File: src/rtl/tiger_clz_unit_if.sv
// Handshake bundle for tiger_clz_unit: operand side (in_*) and result side (out_*).
// out_norm is present only when TIGER_CLZ_NORM_EN is defined.
interface tiger_clz_unit_if #(
    parameter int TAG_W = 5
);
    logic             in_valid;
    logic             in_ready;
    logic [31:0]      in_src;
    logic             in_ones;
    logic [TAG_W-1:0] in_tag;
    logic             out_valid;
    logic             out_ready;
    logic [5:0]       out_count;
    logic [TAG_W-1:0] out_tag;
`ifdef TIGER_CLZ_NORM_EN
    logic [31:0]      out_norm;

    modport slave (
        input  in_valid, in_src, in_ones, in_tag, out_ready,
        output in_ready, out_valid, out_count, out_tag, out_norm
    );

    modport master (
        output in_valid, in_src, in_ones, in_tag, out_ready,
        input  in_ready, out_valid, out_count, out_tag, out_norm
    );
`else
    modport slave (
        input  in_valid, in_src, in_ones, in_tag, out_ready,
        output in_ready, out_valid, out_count, out_tag
    );

    modport master (
        output in_valid, in_src, in_ones, in_tag, out_ready,
        input  in_ready, out_valid, out_count, out_tag
    );
`endif
endinterface

File: src/rtl/tiger_clz_unit.sv
// Two-stage pipelined CLZ/CLO unit (MIPS32) with valid/ready handshake and flush.
// Define TIGER_CLZ_NORM_EN to also produce the normalised word on out_norm.
module tiger_clz_unit #(
    parameter int TAG_W = 5
) (
    input  logic            clk,
    input  logic            reset,
    input  logic            flush,
    tiger_clz_unit_if.slave bus
);

    // Stage-1 operand preparation
    logic [31:0]      x;
    logic             x_hi_zero;
    logic             x_zero;
    logic [15:0]      x_half;

    // Pipeline control
    logic             s1_valid;
    logic             out_valid_q;
    logic             s2_load;
    logic             in_ready_c;
    logic             in_fire;

    // Stage-1 registers
    logic             s1_hi;
    logic             s1_zero;
    logic [15:0]      s1_half;
    logic [TAG_W-1:0] s1_tag;

    // Stage-2 resolution of the low four count bits
    logic [3:0]       cnt_lo;
    logic [5:0]       count_c;
    logic [5:0]       out_count_q;
    logic [TAG_W-1:0] out_tag_q;

    always_comb begin
        x         = bus.in_ones ? ~bus.in_src : bus.in_src;
        x_hi_zero = (x[31:16] == '0);
        x_zero    = (x == '0);
        x_half    = x_hi_zero ? x[15:0] : x[31:16];
    end

    // Stage 2 takes a new entry whenever it is empty or being drained.
    always_comb begin
        s2_load    = ~out_valid_q | bus.out_ready;
        in_ready_c = ~s1_valid | s2_load;
        in_fire    = bus.in_valid & in_ready_c;
    end

    assign bus.in_ready  = in_ready_c;
    assign bus.out_valid = out_valid_q;
    assign bus.out_count = out_count_q;
    assign bus.out_tag   = out_tag_q;

    // Valid bits: reset beats flush, flush beats every transfer.
    always_ff @(posedge clk) begin
        if (reset) begin
            s1_valid    <= 1'b0;
            out_valid_q <= 1'b0;
        end else if (flush) begin
            s1_valid    <= 1'b0;
            out_valid_q <= 1'b0;
        end else begin
            if (in_fire)
                s1_valid <= 1'b1;
            else if (s2_load)
                s1_valid <= 1'b0;
            if (s2_load)
                out_valid_q <= s1_valid;
        end
    end

    always_ff @(posedge clk) begin
        if (in_fire) begin
            s1_hi   <= x_hi_zero;
            s1_zero <= x_zero;
            s1_half <= x_half;
            s1_tag  <= bus.in_tag;
        end
    end

    // Binary search 8/4/2/1 on the retained half-word.
    always_comb begin
        logic [7:0] h8;
        logic [3:0] h4;
        logic [1:0] h2;
        cnt_lo[3] = (s1_half[15:8] == '0);
        h8        = cnt_lo[3] ? s1_half[7:0] : s1_half[15:8];
        cnt_lo[2] = (h8[7:4] == '0);
        h4        = cnt_lo[2] ? h8[3:0] : h8[7:4];
        cnt_lo[1] = (h4[3:2] == '0);
        h2        = cnt_lo[1] ? h4[1:0] : h4[3:2];
        cnt_lo[0] = ~h2[1];
        count_c   = s1_zero ? 6'd32 : {1'b0, s1_hi, cnt_lo};
    end

    // Output registers only move on a real stage-1 to stage-2 transfer, so they hold under stall.
    always_ff @(posedge clk) begin
        if (reset) begin
            out_count_q <= '0;
            out_tag_q   <= '0;
        end else if (~flush && s2_load && s1_valid) begin
            out_count_q <= count_c;
            out_tag_q   <= s1_tag;
        end
    end

`ifdef TIGER_CLZ_NORM_EN
    logic [31:0] s1_norm;
    logic [31:0] norm_c;
    logic [31:0] out_norm_q;

    always_ff @(posedge clk) begin
        if (in_fire)
            s1_norm <= x_hi_zero ? {bus.in_src[15:0], 16'h0000} : bus.in_src;
    end

    // Residual shift follows the same bits as the count; an all-zero/all-one operand forces zero.
    always_comb begin
        norm_c = s1_norm;
        if (cnt_lo[3]) norm_c = {norm_c[23:0], 8'h00};
        if (cnt_lo[2]) norm_c = {norm_c[27:0], 4'h0};
        if (cnt_lo[1]) norm_c = {norm_c[29:0], 2'b00};
        if (cnt_lo[0]) norm_c = {norm_c[30:0], 1'b0};
        if (s1_zero)   norm_c = '0;
    end

    always_ff @(posedge clk) begin
        if (reset)
            out_norm_q <= '0;
        else if (~flush && s2_load && s1_valid)
            out_norm_q <= norm_c;
    end

    assign bus.out_norm = out_norm_q;
`endif

endmodule
File: src/flat_wrapper.sv
// flat-port wrapper written by rule: the top's interface ports become plain ports
module tiger_clz_unit_flat 
#(
    parameter int TAG_W = 5
)
  (clk, reset, flush, bus_in_valid, bus_in_src, bus_in_ones, bus_in_tag, bus_out_ready, bus_in_ready, bus_out_valid, bus_out_count, bus_out_tag);
  tiger_clz_unit_if #(.TAG_W(TAG_W)) bus_i ();
  input  logic clk;
  input  logic reset;
  input  logic flush;
  input wire logic [$bits(bus_i.in_valid)-1:0] bus_in_valid;
  input wire logic [$bits(bus_i.in_src)-1:0] bus_in_src;
  input wire logic [$bits(bus_i.in_ones)-1:0] bus_in_ones;
  input wire logic [$bits(bus_i.in_tag)-1:0] bus_in_tag;
  input wire logic [$bits(bus_i.out_ready)-1:0] bus_out_ready;
  output wire logic [$bits(bus_i.in_ready)-1:0] bus_in_ready;
  output wire logic [$bits(bus_i.out_valid)-1:0] bus_out_valid;
  output wire logic [$bits(bus_i.out_count)-1:0] bus_out_count;
  output wire logic [$bits(bus_i.out_tag)-1:0] bus_out_tag;
  assign bus_i.in_valid = bus_in_valid;
  assign bus_i.in_src = bus_in_src;
  assign bus_i.in_ones = bus_in_ones;
  assign bus_i.in_tag = bus_in_tag;
  assign bus_i.out_ready = bus_out_ready;
  assign bus_in_ready = bus_i.in_ready;
  assign bus_out_valid = bus_i.out_valid;
  assign bus_out_count = bus_i.out_count;
  assign bus_out_tag = bus_i.out_tag;
  tiger_clz_unit #(.TAG_W(TAG_W)) u_core (.clk(clk), .reset(reset), .flush(flush), .bus(bus_i));
endmodule
File: config.mk
export PLATFORM = sky130hd
export DESIGN_NAME = tiger_clz_unit_flat
export DESIGN_NICKNAME = d
export VERILOG_FILES = /design/src/rtl/tiger_clz_unit_if.sv /design/src/rtl/tiger_clz_unit.sv /design/src/flat_wrapper.sv
export SDC_FILE = /design/constraint.sdc
export NUM_CORES = 1
export LEC_CHECK = 0
export ABC_AREA = 1
export CAP_MARGIN = 20
export CORE_MARGIN = 4
export CORE_UTILIZATION = 45
export DETAILED_ROUTE_END_ITERATION = 12
export PLACE_DENSITY = 0.87
export SLEW_MARGIN = 20
export SYNTH_ARGS = -nofsm -noshare
export SYNTH_HDL_FRONTEND = slang
export SYNTH_SLANG_ARGS = --single-unit
File: constraint.sdc
create_clock -name clk -period 1.9 [get_ports clk]
set_input_delay 0.285 -clock clk [delete_from_list [all_inputs] [get_ports clk]]
set_output_delay 0.285 -clock clk [all_outputs]
set_load 0.02 [all_outputs]
==> impl_metrics.tcl, run 1 <==
set metrics [dict create \
    place_inst 319 \
    p_per_area_nw_per_um2 643 \
    place_area_um2 2560 \
    path_clk_slew_ns 0.07 \
    timing.final.ws_setup_ns 0.245 \
    ctsLongestPathBuffers 2 \
    cts_setup_buffers 0 \
    ys_seq_area_share_pct 50.7 \
    path_class "flip-flop to flip-flop" \
    cap_violations 0 \
    hold_path_class "flip-flop to flip-flop" \
    port_buffers 55 \
    required_ns 2.11 \
    arrival_ns 1.87 \
    p_int_uw 1310 \
    final_common_cell "clkdlybuf4s50_1" \
    drt_wl_total_mm 4.09 \
    final_cell_mix "clkdlybuf4s50_1 (53), nand2_1 (41), nor2_1 (23), buf_4 (22), edfxtp_1 (22)" \
    finClkSkew_ns 0.00862 \
    finalSetupViolations 0 \
    yosysWarnings 0 \
    synth_edf_count 22 \
    grt_setup_unrepaired "false" \
    pwr-share-clk_pct 29.3 \
    outcome "finished, final reports clean" \
    cp-end-kind "flip-flop" \
    p_switching_uw 415 \
    root_buffer "clkbuf_8" \
    ys_ff_latch 35 \
    relSlewSlack_pct 79.8 \
    antenna_left 0 \
    fmax_mhz 604 \
    detail_route.iter0.violations 62 \
    die_w_um 71.6 \
    numCtsBuffers 5 \
    grt_pass1_wl_mm 6.53 \
    dp_slack_ns -0.164 \
    worstMarginPinSlew_ns 0.300 \
    final_cells 328 \
    area_growth_pct 47.8 \
    postLayoutCellArea_um2 2690 \
    grt_use_total_pct 16.2 \
    hpwl_mm 3.22 \
    grt_max_degree 23 \
    syn_area_um2 1820 \
    die_h_um 71.6 \
    grt_antenna_before_repair 0 \
    finalNetCount 322 \
    avgSynthCellArea_um2 9.18 \
    placementRows 22 \
    grt-ovfl-total 0 \
    grt_pass1_vias 1581 \
    vias_per_cell 4.82 \
    period_share_pct 87.1 \
    fp.dieArea_um2 5120 \
    layout_min_cycle_time_ns 1.65 \
    cp_max_fo 10 \
    clk_latency_ns 0.28 \
    vias 1580 \
    synthArstFlopShare_pct 0 \
    start_util_pct 48.2 \
    ys.flop_type "edfxtp_1" \
    start_kind "flip-flop" \
    cts_tree "done" \
    peakVddDrop_uv 293 \
    synth_nets 241 \
    htree_levels 2 \
    fp.coreArea_um2 3770 \
    ioPinCount 56 \
    antenna_cells 0 \
    p_seq_share_pct 50.6 \
    gp_congestion 0.789 \
    clkSinkCount 35 \
    wl_per_cell_um 12.5 \
    switching_share_pct 24.0 \
    hold_viol 0 \
    remaining_drc_errors 0 \
    drtPass1Iterations 4 \
    yosysUniqueCellTypes 26 \
    p_leak_uw 0.00106 \
    synthCells 198 \
    drive_above_1_share_pct 13.6 \
    share_comb_of_total_power_pct 20.1 \
    slew_viol_final 0 \
]
critical path, cell delays in order, from the launching register on:
cell      delay, ns
edfxtp_1       0.40
nor2_2         0.22
nand2_1        0.12
nor2_4         0.20
nand2_1        0.10
nand3_1        0.10
nor2_1         0.07
a21oi_1        0.19
nand2_1        0.08
a21oi_1        0.11
power groups by stage:
stage          Combinational, uW  Clock, uW  Sequential, uW
2_1_floorplan                151          0             892
3_3_place_gp                 327          0             888
3_5_place_dp                 334          0             890
4_1_cts                      337        519             874
5_1_grt                      378        554             877
6_report                     347        506             874
cells in the mapped netlist (all sizes together) (3+ instances only):
library cell / number / area, um2
xnor2: 17 / 149
inv: 15 / 56.3
a21oi: 10 / 50.1
dfxtp: 13 / 260
nand4: 5 / 31.3
o21ai: 13 / 65.1
nand3: 7 / 35.0
buf: 4 / 53.8
edfxtp: 22 / 661
or2: 3 / 18.8
nor2: 25 / 104
xor2: 13 / 114
nand2: 42 / 160
flip-flops by register name, summed over array words and instances (netlist names):
name	flops
u_core.s1_valid	1
u_core.s1_tag	5
u_core.s1_zero	1
u_core.s1_half	15
u_core.bus.out_valid	1
u_core.bus.out_count	6
u_core.s1_hi	1
u_core.bus.out_tag	5
stage by stage:
| step | utilization (%) | power (uW) | hold WS, ns | setup TNS (ns) |
|---|---|---|---|---|
| global route | 71.2 | 1810 | 0.482 | 0 |
| finish | 71.2 | 1730 | 0.461 | 0 |
| CTS | 70.0 | 1730 | 0.464 | 0 |
| floorplan | - | 1040 | 0.354 | 0 |
| global placement | 67.8 | 1210 | 0.451 | -0.635 |
| detailed placement | 67.8 | 1220 | 0.454 | -1.37 |
metal layers:
metal	wire [um]	share of wire, %	track usage (%)
met1	1660	41	17.9
met2	2040	50	28.4
met3	250	6.1	4.07
met4	138	3.4	8.77
met5	0	0	0
path summary, 6_finish.rpt:
check	from	end	slack (ns)	depth (start not counted)
worst min register to register	u_core.bus.out_count[1]	u_core.bus.out_count[1]	0.46	2
worst max register to register	u_core.s1_half[12]	u_core.bus.out_count[1]	0.25	9
worst max-delay path	u_core.s1_half[12]	u_core.bus.out_count[1]	0.25	9
worst min-delay path	u_core.bus.out_count[1]	u_core.bus.out_count[1]	0.46	2
what timing repair did:
action / in CTS / in global routing
hold buffers: 0 / 0
gates resized for setup: 0 / 4
setup endpoints to repair: 0 / 5
area by class of cell:
| cell class | count | area [um2] |
|---|---|---|
| Timing Repair Buffer | 79 | 766 |
| Inverter | 15 | 56.3 |
| Tap cell | 48 | 60.1 |
| Multi-Input combinational cell | 143 | 798 |
| Clock inverter | 2 | 12.5 |
| Clock buffer | 6 | 72.6 |
| Fill cell | 268 | 1080 |
| Sequential cell | 35 | 921 |
cell families after synthesis:
logic type | share of synthesized area [%]
compound gates | 7.64
xor+xnor | 14.5
buf+inv | 6.26
flops | 50.7
simple gates | 21.0
(Power assumes the default switching activity.)
==> run 2, diff against run 1 <==
Settings changed: ABC_CLOCK_PERIOD_IN_PS set to 1900, HOLD_SLACK_MARGIN set to 0.03.
==> results of run 2 <==
Same layout as run 1: the final DEF is identical, and so are final timing and power.
==> run 3, diff against run 2 <==
Settings changed: CORE_UTILIZATION 45 to 40, PLACE_DENSITY 0.87 to 0.8.
==> run 3 against run 2 <==
Effect of this change:
- final cell count up 0.30%
- total power fell by 0.83%
- die area rose by 11%
- clock-buffer cell count rose by 1
- flip-flop and latch count did not move
- clock skew down 0.0022 ns
- cell area decreased by 2.1%
- largest cell class unchanged
- largest power group unchanged
==> impl_metrics.tcl, run 3 (synthesis gave the netlist of run 1 again) <==
set metrics [dict create \
    grt_pass1_vias 1489 \
    vias 1522 \
    ioPinCount 56 \
    start_kind "input port" \
    antenna_left 0 \
    cts_tree "done" \
    numCtsBuffers 5 \
    place_area_um2 2550 \
    die_h_um 75.4 \
    ctsLongestPathBuffers 2 \
    top_register "u_core.s1_half" \
    postLayoutCellArea_um2 2630 \
    clkSinkCount 35 \
    finalSetupViolations 0 \
    htree_levels 2 \
    grt-ovfl-total 0 \
    path_class "input port to flip-flop" \
    grt_use_total_pct 14.0 \
    multiInputGateArea_um2 783 \
    startpoint "bus_in_ones" \
    clk_latency_ns 0.28 \
    place_inst 321 \
    slew_viol_final 0 \
    path_clk_slew_ns 0.07 \
    hold_viol 0 \
    cap_violations 0 \
    gp_congestion 0.821 \
    worstMarginPinSlew_ns 0.343 \
    port_buffers 55 \
    fin_util_pct 60.0 \
    cp_max_fo 26 \
    hpwl_mm 3.11 \
    fp.dieArea_um2 5690 \
    final_common_cell "clkdlybuf4s50_1" \
    detail_route.iter0.violations 60 \
    die_w_um 75.4 \
    required_ns 2.06 \
    root_buffer "clkbuf_8" \
    period_share_pct 92.9 \
    finalNetCount 319 \
    placementRows 24 \
    r2r_start "u_core.s1_half[12]" \
    start_util_pct 41.5 \
    grt_pass1_wl_mm 6.13 \
    p_leak_uw 0.00102 \
    min_from "u_core.bus.out_count[2]" \
    grt_antenna_before_repair 0 \
    relSlewSlack_pct 76.9 \
    area_growth_pct 44.7 \
    p_per_area_nw_per_um2 651 \
    fill_cells 379 \
    seq_area_um2 921 \
    drtPass1Iterations 4 \
    vias_per_cell 4.63 \
    antenna_cells 0 \
    fmax_mhz 567 \
    cp-end-kind "flip-flop" \
    cts_hold_buf 0 \
    drive_above_1_share_pct 11.6 \
    final_cell_mix "clkdlybuf4s50_1 (54), nand2_1 (41), nor2_1 (23), edfxtp_1 (22), buf_4 (20)" \
    finClkSkew_ns 0.00643 \
    outcome "finished, final reports clean" \
    peakVddDrop_uv 322 \
    tns_ns 0 \
    hold_path_class "flip-flop to flip-flop" \
    fp.coreArea_um2 4380 \
    timing.hold.ws_ns 0.468 \
    grt_max_degree 27 \
    final_cells 329 \
    arrival_ns 1.92 \
    wl_per_cell_um 11.6 \
    drt_wl_total_mm 3.81 \
    remaining_drc_errors 0 \
    grt_setup_unrepaired "false" \
    layout_min_cycle_time_ns 1.76 \
    largest_reg_flops 15 \
]
-- run 3: where the power goes --
part / total (uW) / switching [uW] / internal (uW) / leakage, uW
sequential: 874 / 17.1 / 857 / 0.000321
clock: 503 / 246 / 257 / 0.0000422
combinational: 336 / 142 / 194 / 0.000652
total: 1710 / 405 / 1310 / 0.00102
-- run 3: cell type report --
type | instances | share of cell area (%)
Clock inverter | 1 | 0.190
Tap cell | 52 | 2.47
Clock buffer | 7 | 2.90
Multi-Input combinational cell | 143 | 29.8
Timing Repair Buffer | 76 | 27.5
Sequential cell | 35 | 35.0
Inverter | 15 | 2.14
-- run 3: layer usage --
metal  track usage (%)  vias to the layer above  part of all wire (%)
li1                  -                      805                     -
met1              16.5                      660                    44
met2              24.4                       52                    48
met3              4.09                        5                   6.7
met4              4.66                        0                   1.4
met5                 0                        -                     0
-- run 3: path summary, 6_finish.rpt --
kind	to	slack, ns	cells after the start
hold reg to reg	u_core.bus.out_count[2]	0.47	2
setup reg to reg	u_core.bus.out_count[1]	0.27	9
setup / recovery	u_core.s1_half[14]	0.14	9
hold / removal	u_core.bus.out_count[2]	0.47	2
-- run 3: what timing repair did --
action,in CTS,in global routing
gates resized for setup,0,1
setup endpoints to repair,0,1
buffers inserted,0,0
-- run 3: through the flow --
step           setup slack (ns)  total power (uW)
2_1_floorplan             0.304              1040
3_3_place_gp             -0.115              1220
3_5_place_dp             -0.165              1230
4_1_cts                  0.0668              1740
5_1_grt                 0.00332              1790
6_report                  0.136              1710
-- run 3: critical path, stage by stage --
cell and delay [ns]:
clkdlybuf4s50_1 0.44, buf_12 0.18, or2_1 0.25, o21ai_1 0.12, nand3_1 0.07, nor2_1 0.14, nand2_2 0.13, inv_2 0.15
a22o_1 0.15
